[src/rtl/parity_check_ctrl_if.sv]
// Serial-in / frame-out bundle for parity_check_ctrl.
// The slave modport is the receiver; the master modport drives bits and consumes frames.
interface parity_check_ctrl_if;
  logic       sin;
  logic       svalid;
  logic       dready;
  logic [3:0] dout;
  logic       dvalid;
  logic       pec;

  modport master (
    output sin,
    output svalid,
    output dready,
    input  dout,
    input  dvalid,
    input  pec
  );

  modport slave (
    input  sin,
    input  svalid,
    input  dready,
    output dout,
    output dvalid,
    output pec
  );
endinterface

[src/rtl/parity_check_ctrl.sv]
// Receives 5-bit serial frames (A,B,C,D,P), checks parity, holds the result
// until the consumer takes it, and keeps frame/error/overrun statistics.
module parity_check_ctrl #(
  parameter int ODD_PARITY = 0,
  parameter int TIMEOUT    = 15
) (
  input  logic                 clk,
  input  logic                 rst,
  parity_check_ctrl_if.slave   bus,
  input  logic                 clr_i,
  output logic                 toerr_o,
  output logic                 ovr_o,
  output logic                 busy_o,
  output logic [7:0]           errcnt_o,
  output logic [7:0]           frmcnt_o
);

  typedef enum logic [1:0] {
    S_IDLE,
    S_RX,
    S_HOLD
  } state_e;

  localparam logic       ODD_BIT    = (ODD_PARITY != 0);
  localparam logic [7:0] TIMER_LAST = 8'(TIMEOUT - 1);
  localparam logic [2:0] IDX_P      = 3'd4;

  state_e     state_q, state_d;
  logic [2:0] idx_q, idx_d;
  logic [7:0] timer_q, timer_d;
  logic [3:0] shreg_q, shreg_d;
  logic [3:0] dout_q, dout_d;
  logic       dvalid_q, dvalid_d;
  logic       pec_q, pec_d;
  logic       toerr_q, toerr_d;
  logic       ovr_q, ovr_d;
  logic [7:0] errcnt_q, errcnt_d;
  logic [7:0] frmcnt_q, frmcnt_d;

  logic       frame_done;
  logic       frame_err;
  logic       ovr_set;
  logic       parity_now;

  // Parity of the frame as it would be if the current bit is P.
  assign parity_now = (^shreg_q) ^ bus.sin ^ ODD_BIT;

  always_comb begin
    // NOTE: every signal gets a default before the case so no path leaves it
    // unassigned; that is what keeps this block free of inferred latches.
    state_d    = state_q;
    idx_d      = idx_q;
    timer_d    = timer_q;
    shreg_d    = shreg_q;
    dout_d     = dout_q;
    dvalid_d   = dvalid_q;
    pec_d      = pec_q;
    toerr_d    = 1'b0;
    ovr_d      = ovr_q;
    errcnt_d   = errcnt_q;
    frmcnt_d   = frmcnt_q;
    frame_done = 1'b0;
    frame_err  = 1'b0;
    ovr_set    = 1'b0;

    case (state_q)
      S_IDLE: begin
        if (bus.svalid) begin
          shreg_d = {3'b000, bus.sin};
          idx_d   = 3'd1;
          timer_d = 8'd0;
          state_d = S_RX;
        end
      end

      S_RX: begin
        if (bus.svalid) begin
          timer_d = 8'd0;
          if (idx_q == IDX_P) begin
            dout_d     = shreg_q;
            pec_d      = parity_now;
            dvalid_d   = 1'b1;
            frame_done = 1'b1;
            frame_err  = parity_now;
            idx_d      = 3'd0;
            state_d    = S_HOLD;
          end else begin
            shreg_d = {shreg_q[2:0], bus.sin};
            idx_d   = idx_q + 3'd1;
          end
        end else if (timer_q == TIMER_LAST) begin
          // Stalled frame: drop the partial bits without touching the counters.
          state_d = S_IDLE;
          idx_d   = 3'd0;
          timer_d = 8'd0;
          shreg_d = 4'd0;
          toerr_d = 1'b1;
        end else begin
          timer_d = timer_q + 8'd1;
        end
      end

      S_HOLD: begin
        if (bus.dready) begin
          dvalid_d = 1'b0;
          if (bus.svalid) begin
            shreg_d = {3'b000, bus.sin};
            idx_d   = 3'd1;
            timer_d = 8'd0;
            state_d = S_RX;
          end else begin
            state_d = S_IDLE;
          end
        end else if (bus.svalid) begin
          ovr_set = 1'b1;
        end
      end

      default: begin
        state_d = S_IDLE;
      end
    endcase

    // Clear has priority over any increment or overrun set in the same cycle.
    if (clr_i) begin
      errcnt_d = 8'd0;
      frmcnt_d = 8'd0;
      ovr_d    = 1'b0;
    end else begin
      if (frame_done) frmcnt_d = frmcnt_q + 8'd1;
      if (frame_err && (errcnt_q != 8'hFF)) errcnt_d = errcnt_q + 8'd1;
      if (ovr_set) ovr_d = 1'b1;
    end
  end

  // NOTE: state registers use non-blocking assignments so every flop samples
  // the pre-edge values, independent of statement order.
  always_ff @(posedge clk or posedge rst) begin
    if (rst) begin
      state_q  <= S_IDLE;
      idx_q    <= 3'd0;
      timer_q  <= 8'd0;
      shreg_q  <= 4'd0;
      dout_q   <= 4'd0;
      dvalid_q <= 1'b0;
      pec_q    <= 1'b0;
      toerr_q  <= 1'b0;
      ovr_q    <= 1'b0;
      errcnt_q <= 8'd0;
      frmcnt_q <= 8'd0;
    end else begin
      state_q  <= state_d;
      idx_q    <= idx_d;
      timer_q  <= timer_d;
      shreg_q  <= shreg_d;
      dout_q   <= dout_d;
      dvalid_q <= dvalid_d;
      pec_q    <= pec_d;
      toerr_q  <= toerr_d;
      ovr_q    <= ovr_d;
      errcnt_q <= errcnt_d;
      frmcnt_q <= frmcnt_d;
    end
  end

  assign bus.dout   = dout_q;
  assign bus.dvalid = dvalid_q;
  assign bus.pec    = pec_q;
  assign toerr_o    = toerr_q;
  assign ovr_o      = ovr_q;
  assign busy_o     = (state_q == S_RX) || (state_q == S_HOLD);
  assign errcnt_o   = errcnt_q;
  assign frmcnt_o   = frmcnt_q;

endmodule

[src/flat_wrapper.sv]
// flat-port wrapper written by rule: the top's interface ports become plain ports
module parity_check_ctrl_flat 
#(
  parameter int ODD_PARITY = 0,
  parameter int TIMEOUT    = 15
)
  (clk, rst, clr_i, toerr_o, ovr_o, busy_o, errcnt_o, frmcnt_o, bus_sin, bus_svalid, bus_dready, bus_dout, bus_dvalid, bus_pec);
  parity_check_ctrl_if bus_i ();
  input  logic clk;
  input  logic rst;
  input  logic clr_i;
  output logic toerr_o;
  output logic ovr_o;
  output logic busy_o;
  output logic [7:0] errcnt_o;
  output logic [7:0] frmcnt_o;
  input wire logic [$bits(bus_i.sin)-1:0] bus_sin;
  input wire logic [$bits(bus_i.svalid)-1:0] bus_svalid;
  input wire logic [$bits(bus_i.dready)-1:0] bus_dready;
  output wire logic [$bits(bus_i.dout)-1:0] bus_dout;
  output wire logic [$bits(bus_i.dvalid)-1:0] bus_dvalid;
  output wire logic [$bits(bus_i.pec)-1:0] bus_pec;
  assign bus_i.sin = bus_sin;
  assign bus_i.svalid = bus_svalid;
  assign bus_i.dready = bus_dready;
  assign bus_dout = bus_i.dout;
  assign bus_dvalid = bus_i.dvalid;
  assign bus_pec = bus_i.pec;
  parity_check_ctrl #(.ODD_PARITY(ODD_PARITY), .TIMEOUT(TIMEOUT)) u_core (.clk(clk), .rst(rst), .bus(bus_i), .clr_i(clr_i), .toerr_o(toerr_o), .ovr_o(ovr_o), .busy_o(busy_o), .errcnt_o(errcnt_o), .frmcnt_o(frmcnt_o));
endmodule
[config.mk]
export PLATFORM = sky130hd
export DESIGN_NAME = parity_check_ctrl_flat
export DESIGN_NICKNAME = d
export VERILOG_FILES = /design/src/rtl/parity_check_ctrl_if.sv /design/src/rtl/parity_check_ctrl.sv /design/src/flat_wrapper.sv
export SDC_FILE = /design/constraint.sdc
export NUM_CORES = 1
export LEC_CHECK = 0
export BUFFER_PORTS_ARGS = -buffer_cell sky130_fd_sc_hd__buf_4
export CAP_MARGIN = 20
export CORE_MARGIN = 5
export CORE_UTILIZATION = 55
export CTS_CLUSTER_SIZE = 40
export DETAILED_ROUTE_END_ITERATION = 8
export PLACE_DENSITY = 0.86
export SLEW_MARGIN = 20
export SYNTH_ARGS = -nofsm -noshare
export SYNTH_HDL_FRONTEND = slang
export SYNTH_SLANG_ARGS = --single-unit
[constraint.sdc]
create_clock -name clk -period 2.7 [get_ports clk]
set_input_delay 0.405 -clock clk [delete_from_list [all_inputs] [get_ports clk]]
set_output_delay 0.405 -clock clk [all_outputs]
set_load 0.02 [all_outputs]
==> results of run 1 <==
final timing paths:
path                                                 from                             end  cells past startpoint
setup / recovery            u_core.state_q[1]$_DFFE_PP0P_  u_core.errcnt_o[7]$_DFFE_PP0P_                      6
hold / removal                                        rst  u_core.errcnt_o[2]$_DFFE_PP0P_                      3
setup reg to reg            u_core.state_q[1]$_DFFE_PP0P_  u_core.errcnt_o[7]$_DFFE_PP0P_                      6
hold reg to reg            u_core.bus.dout[0]$_DFFE_PP0P_  u_core.bus.dout[0]$_DFFE_PP0P_                      2
max in group asynchronous                             rst     u_core.idx_q[0]$_DFFE_PP0P_                      3
min in group clk                               bus_svalid        u_core.toerr_o$_DFF_PP0_                      2
state kept, by name, summed over array words and instances (netlist names):
signal             count
u_core.idx_q           3
u_core.frmcnt_o        8
u_core.bus.pec         1
u_core.bus.dvalid      1
u_core.toerr_o         1
u_core.shreg_q         4
u_core.bus.dout        4
u_core.ovr_o           1
u_core.errcnt_o        8
u_core.timer_q         8
u_core.state_q         2
through the flow:
step,instance area [um2],utilization,hold slack (ns),setup slack (ns),instances
floorplan,2190,-,0.481,0.770,227
global placement,2480,0.628,0.462,0.432,303
detailed placement,2480,0.628,0.467,0.302,303
CTS,2560,0.650,0.260,0.313,310
global route,2560,0.650,0.306,0.304,310
finish,2560,0.650,0.239,0.494,310
cells in the mapped netlist, drive strengths merged, types with 3 or more instances:
library cell	instances
a22o	3
inv	10
and2	3
o21ai	9
nand2b	3
nor2	16
dfrtp	41
and4	3
nand2	27
nor3	5
o31ai	8
clkbuf	6
mux2	3
nand3	9
a21oi	14
xnor2	4
o2111ai	3
ha	10
xor2	8
and3	3
or4	7
nor2b	3
nand4	8
cell families (layout without fill, tap and decap cells):
family,after synthesis,count (layout),share of synthesized area
muxes,4,4,0.0200
DFF,41,41,0.468
buffers and inverters,18,51,0.0320
and+or+nand+nor,93,93,0.218
xor gates and xnor gates,13,13,0.0582
adders and majority gates,10,10,0.0571
AOI/OAI and AO/OA,48,48,0.147
worst max-delay path: stages (launching register included):
cell and delay [ns]:
sky130_fd_sc_hd__dfrtp_1 0.44, sky130_fd_sc_hd__inv_1 0.10, sky130_fd_sc_hd__ha_1 0.34, sky130_fd_sc_hd__and4_1 0.27, sky130_fd_sc_hd__o21ai_1 0.28, sky130_fd_sc_hd__or4_1 0.56, sky130_fd_sc_hd__a21oi_1 0.15
power groups by stage:
| stage | combinational (W) | sequential (W) | clock [W] |
|---|---|---|---|
| final | 0.000680 | 0.000783 | 0.000398 |
| after global routing | 0.000752 | 0.000797 | 0.000434 |
| after CTS | 0.000679 | 0.000782 | 0.000406 |
| after detailed placement | 0.000676 | 0.000794 | 0 |
| after global placement | 0.000654 | 0.000786 | 0 |
| after floorplan | 0.000465 | 0.000804 | 0 |
area by class of cell:
class / instances / area share
tap: 50 / 0.0244
clock buffer: 7 / 0.0337
inverter: 10 / 0.0146
multi-input combinational: 168 / 0.428
sequential: 41 / 0.400
timing repair buffer: 34 / 0.0996
routing by layer:
metal  vias to the layer above  global-route usage  routed length, um
li1                        887                   -                  -
met1                       895               0.259               2160
met2                        50               0.300               2310
met3                        11              0.0427                216
met4                         0              0.0656                 76
met5                         -                   0                  0
cells in the final DEF, fill, tap and decap left out, types with 4 or more instances in the layout:
cell type / synthesis / layout
sky130_fd_sc_hd__nand3_1: 9 / 9
sky130_fd_sc_hd__xor2_1: 8 / 8
sky130_fd_sc_hd__nor3_1: 5 / 5
sky130_fd_sc_hd__inv_1: 10 / 10
sky130_fd_sc_hd__buf_4: 0 / 34
sky130_fd_sc_hd__o31ai_1: 8 / 8
sky130_fd_sc_hd__clkbuf_8: 0 / 6
sky130_fd_sc_hd__o21ai_0: 8 / 7
sky130_fd_sc_hd__xnor2_1: 4 / 4
sky130_fd_sc_hd__nand2_1: 27 / 27
sky130_fd_sc_hd__a21oi_1: 14 / 14
sky130_fd_sc_hd__nor2_1: 16 / 16
sky130_fd_sc_hd__ha_1: 10 / 10
sky130_fd_sc_hd__nand4_1: 8 / 8
sky130_fd_sc_hd__dfrtp_1: 41 / 41
sky130_fd_sc_hd__or4_1: 7 / 7
==> results.rst, run 1 <==
.. list-table::
   :header-rows: 1

   * - Metric
     - Value
   * - Synth Net Count
     - 243
   * - Post-synth ARST share
     - 1.00
   * - Total power density per cell area
     - 726 nW/um2
   * - Part of the cycle the worst path needs
     - 0.817
   * - Worst-path fanout max
     - 14
   * - Main area contributors after synthesis
     - sky130_fd_sc_hd__dfrtp_1, sky130_fd_sc_hd__ha_1, sky130_fd_sc_hd__nand2_1, sky130_fd_sc_hd__a21oi_1, sky130_fd_sc_hd__xor2_1
   * - Number of flops mapped to enable cells by yosys
     - 0
   * - Total track usage
     - 0.190
   * - Endpoint required time on the critical path
     - 2.92 ns
   * - Max clock buf depth
     - 2
   * - Area of the multi-input gates
     - 1100 um2
   * - Total of hold buffers inserted after clock tree synthesis
     - 0
   * - Number of global-route vias before repair
     - 1707
   * - Detailed router's first-iteration violation count
     - 235
   * - Die area
     - 5350 um2
   * - Post-DP HPWL
     - 3280 um
   * - Post-DR vias/cell
     - 5.95
   * - Type of element capturing the critical path
     - flop
   * - Minimum clock period
     - 2.21 ns
   * - Layout area overhead
     - 17.0%
   * - Class of the most critical setup path
     - flop to flop
   * - Total Routed Length
     - 4760 um
   * - Remaining DRCs
     - 0
   * - Number of post-CTS setup repair buffers
     - 0
   * - Sequential fraction of design power
     - 0.421
   * - Post-Syn Area per Cell
     - 9.66 um2
   * - Number of endpoints failing setup at the final stage
     - 0
   * - Floorplan die width
     - 73.1 um
   * - Setup Total Neg Slack
     - 0 ns
   * - RSZ-0062 raised after global routing
     - false
   * - Peak clock frequency supported by timing
     - 453 MHz
   * - Final Hold Fails
     - 0
   * - Synthesized instance count
     - 227
   * - Worst hold path type
     - input pin to async pin
   * - Cts repair resizes
     - 0
   * - Leakage
     - 1.17 nW
   * - Transition time of the tightest slew-check pin
     - 0.806 ns
   * - Detailed-router iteration count before antenna repair
     - 4
   * - Routed wire per std cell
     - 15.3 um
   * - Standard-cell row count
     - 23
   * - Die extent in y
     - 73.1 um
   * - Max-cap viol count
     - 0
   * - Critical path startpoint category
     - flop
   * - Largest net degree at the start of global routing
     - 42
   * - Switching power share of the total
     - 0.367
   * - Clock root buffer
     - sky130_fd_sc_hd__clkbuf_8
   * - Post-synth top area cell
     - sky130_fd_sc_hd__dfrtp_1
   * - H-tree Lvls
     - 2
   * - Fraction of synthesized cell area taken by the top area cell type
     - 0.468
   * - Antenna Cells
     - 0
   * - Starting utilization of the core area
     - 0.556
   * - Antenna Nets Post-Route
     - 0
   * - FF+latch area
     - 1030 um2
   * - Outcome
     - completed
   * - Worst skew pair latency
     - 0.29 ns
   * - Number of slew-limit violations in the final report
     - 0
   * - Clock skew after layout
     - 0.0127 ns
   * - P_sw
     - 0.000683 W
   * - Overall power consumption
     - 0.00186 W
   * - Max-slew headroom
     - 0.449
   * - First-pass GRT wire length
     - 7950 um
   * - CTS Buf Count
     - 5
   * - Internal reg-to-reg setup slack
     - 0.49 ns
   * - Cell area after technology mapping
     - 2190 um2
   * - Yosys synthesis warning count
     - 0
   * - Worst vdd rail ir drop
     - 522 uV
   * - Crit path DAT
     - 2.43 ns
   * - Sequential fraction of the synthesis area
     - 0.468
   * - Num ports
     - 31
   * - Leading register cell type out of synthesis
     - sky130_fd_sc_hd__dfrtp_1
   * - Clock tree from TritonCTS
     - done
   * - Power Internal
     - 0.00118 W
   * - Detailed-route via count
     - 1843
   * - Clock-pin slew on the worst setup and hold paths
     - 0.08 ns
   * - Core footprint
     - 3940 um2
   * - Fraction of final layout cells sized beyond drive strength 1
     - 0.165
   * - Portion of total power attributed to the clock network
     - 0.214
   * - Number of antenna violations at the first check in global routing
     - 0
   * - Clock tree sinks
     - 41
   * - Register bit count reported by yosys
     - 41
   * - PortBufs
     - 30
   * - Routability cong.
     - 0.880
   * - Filler cell count
     - 333
   * - Final net count
     - 276
   * - Distinct cells, synth
     - 41
   * - Total grt overflow
     - 0
   * - Logic gate share of total power
     - 0.365
Power figures use the tool's default switching activity.
==> run 2: changes to the inputs <==
Clock period 2.7 ns to 2.2 ns, I/O delays scaled along.
==> run 2 against run 1 <==
Net effect:
- clock skew fell by 0.0030 ns
- flip-flop and latch count is the same
- clock power rose by 30%
- register-to-register slack worse by 0.33 ns
- sequential share of layout area decreased by 0.50 points
- final area increased by 1.3%
- global-route usage shrank 0.29 points
- fmax increased by 8.2%
- non-clock buffer count up 3
- critical path depth is 1 higher
- highest routed layer unchanged
==> results.rst, run 2 (synthesis results as in run 1) <==
.. list-table::
   :header-rows: 1

   * - Metric
     - Value
   * - Chain of cells forming the critical path
     - inv_1, ha_1, and4_1, o21ai_0, buf_4, or4_1, a21oi_1
   * - FF+latch area
     - 1030 um2 (unchanged)
   * - H-tree Lvls
     - 2 (unchanged)
   * - Post-layout utilization of the core
     - 0.659 (+0.00825)
   * - Floorplan die width
     - 73.1 um (unchanged)
   * - Starting utilization of the core area
     - 0.556 (unchanged)
   * - Crit path DAT
     - 2.26 ns (-0.17 ns)
   * - Detailed-router iteration count before antenna repair
     - 4 (unchanged)
   * - Part of the cycle the worst path needs
     - 0.927 (+0.110)
   * - Clock root buffer
     - sky130_fd_sc_hd__clkbuf_8
   * - Outcome
     - completed
   * - Antenna Nets Post-Route
     - 0 (unchanged)
   * - Max-cap viol count
     - 0 (unchanged)
   * - Number of antenna violations at the first check in global routing
     - 0 (unchanged)
   * - Total track usage
     - 0.188 (-0.00290)
   * - Fraction of final layout cells sized beyond drive strength 1
     - 0.182 (+0.0164)
   * - Clock skew after layout
     - 0.00971 ns (-0.00303 ns)
   * - Max clock buf depth
     - 2 (unchanged)
   * - Antenna Cells
     - 0 (unchanged)
   * - Post-DP HPWL
     - 3330 um (+1.4%)
   * - Highest-count cells in the layout ignoring fill and taps
     - sky130_fd_sc_hd__dfrtp_1, sky130_fd_sc_hd__buf_4, sky130_fd_sc_hd__nand2_1
   * - Final Hold Fails
     - 0 (unchanged)
   * - Type of element capturing the critical path
     - flop
   * - Class of the most critical setup path
     - flop to flop
   * - Peak clock frequency supported by timing
     - 490 MHz (+8.2%)
   * - Remaining DRCs
     - 0 (unchanged)
   * - Transition time of the tightest slew-check pin
     - 0.529 ns (-0.277 ns)
   * - Total grt overflow
     - 0 (unchanged)
   * - PortBufs
     - 30 (unchanged)
   * - Total of hold buffers inserted after clock tree synthesis
     - 0 (unchanged)
   * - Total Routed Length
     - 4630 um (-2.6%)
   * - Core footprint
     - 3940 um2 (unchanged)
   * - Number of slew-limit violations in the final report
     - 0 (unchanged)
   * - Routability cong.
     - 0.805 (-8.4%)
   * - Die extent in y
     - 73.1 um (unchanged)
   * - Endpoint required time on the critical path
     - 2.42 ns (-0.50 ns)
   * - CTS Buf Count
     - 5 (unchanged)
   * - Critical path startpoint category
     - flop
   * - Most common cell after layout, fill and taps aside
     - sky130_fd_sc_hd__dfrtp_1
   * - Number of post-CTS setup repair buffers
     - 0 (unchanged)
   * - Max-slew headroom
     - 0.638 (+0.189)
   * - RSZ-0062 raised after global routing
     - false
   * - Minimum clock period
     - 2.04 ns (-0.167 ns)
   * - Cts repair resizes
     - 0 (unchanged)
   * - Clock-pin slew on the worst setup and hold paths
     - 0.08 ns (about the same)
   * - Worst skew pair latency
     - 0.30 ns (about the same)
   * - Layout area overhead
     - 18.4%
   * - Filler cell count
     - 319 (-4.2%)
   * - Number of endpoints failing setup at the final stage
     - 0 (unchanged)
   * - Clock tree from TritonCTS
     - done
   * - First-pass GRT wire length
     - 7820 um (-1.6%)
   * - Largest net degree at the start of global routing
     - 42 (unchanged)
   * - Worst-path fanout max
     - 14 (unchanged)
   * - Library cell contributing the largest single delay on the critical path
     - sky130_fd_sc_hd__or4_1
   * - Clock tree sinks
     - 41 (unchanged)
   * - Area of the multi-input gates
     - 1100 um2 (unchanged)
   * - Die area
     - 5350 um2 (unchanged)
   * - Worst hold path type
     - input pin to async pin
   * - Crit-path max cell delay
     - 0.46 ns (-0.10 ns)
   * - Final net count
     - 279 (+1.1%)
   * - Num ports
     - 31 (unchanged)
   * - Standard-cell row count
     - 23 (unchanged)
   * - Internal reg-to-reg setup slack
     - 0.16 ns (-0.33 ns)
   * - Setup Total Neg Slack
     - 0 ns (unchanged)
   * - Detailed-route via count
     - 1772 (-3.9%)
   * - Worst vdd rail ir drop
     - 519 uV (-0.45%)
   * - Number of global-route vias before repair
     - 1700 (-0.41%)
   * - Routed wire per std cell
     - 14.8 um (-3.9%)
   * - Post-DR vias/cell
     - 5.64 (-5.1%)
   * - Detailed router's first-iteration violation count
     - 165 (-30%)
   * - Leakage
     - 1.19 nW (+1.8%)
   * - Total power density per cell area
     - 898 nW/um2 (+24%)
## run 2: cell types whose count changed in the layout (fill, tap and decap cells not counted), sizes merged
| cell | before | now |
|---|---|---|
| buf | 34 | 37 |
| clkbuf | 7 | 6 |
| clkinv | 0 | 2 |
## run 2: layout make-up
class	count	area share
well taps	50	0.0241
flip-flops and latches	41	0.395
inverters	10	0.0145
clock buffers	6	0.0318
repair buffers	37	0.107
multi-input cells	168	0.422
clock inverters	2	0.00530
## run 2: critical path: cells and delay by family (launching register included)
kind	cells	cell delay, ns
compound gates	2	0.28
fa+ha+maj	1	0.16
buf+inv	2	0.30
flops	1	0.43
simple gates	2	0.80
## run 2: worst paths after layout
check	startpoint	end	depth (start not counted)
max in group asynchronous	rst	u_core.bus.dout[2]$_DFFE_PP0P_	3
worst max register to register	u_core.state_q[1]$_DFFE_PP0P_	u_core.errcnt_o[7]$_DFFE_PP0P_	7
worst min register to register	u_core.bus.dout[1]$_DFFE_PP0P_	u_core.bus.dout[1]$_DFFE_PP0P_	2
worst min-delay path	rst	u_core.bus.dout[0]$_DFFE_PP0P_	3
min in group clk	clr_i	u_core.frmcnt_o[3]$_DFFE_PP0P_	2
worst max-delay path	u_core.state_q[1]$_DFFE_PP0P_	u_core.errcnt_o[7]$_DFFE_PP0P_	7
## run 2: stage by stage
stage | hold WS, ns | total power [W] | cells | instance area (um2) | worst slack, ns
2_1_floorplan | 0.481 | 0.00156 | 227 | 2190 | 0.270
3_3_place_gp | 0.465 | 0.00179 | 306 | 2500 | 0.213
3_5_place_dp | 0.470 | 0.00182 | 306 | 2500 | 0.150
4_1_cts | 0.181 | 0.00234 | 314 | 2600 | 0.135
5_1_grt | 0.208 | 0.00250 | 314 | 2600 | 0.00450
6_report | 0.161 | 0.00233 | 314 | 2600 | 0.161
## run 2: metal layers
metal  part of all wire  global-route usage
met1               0.48               0.263
met2               0.47               0.284
met3              0.028              0.0317
met4              0.019              0.0840
met5                  0                   0
## run 2: power by group
group | internal, W | switching (W)
Sequential | 0.000856 | 0.000102
Combinational | 0.000360 | 0.000493
Clock | 0.000254 | 0.000265
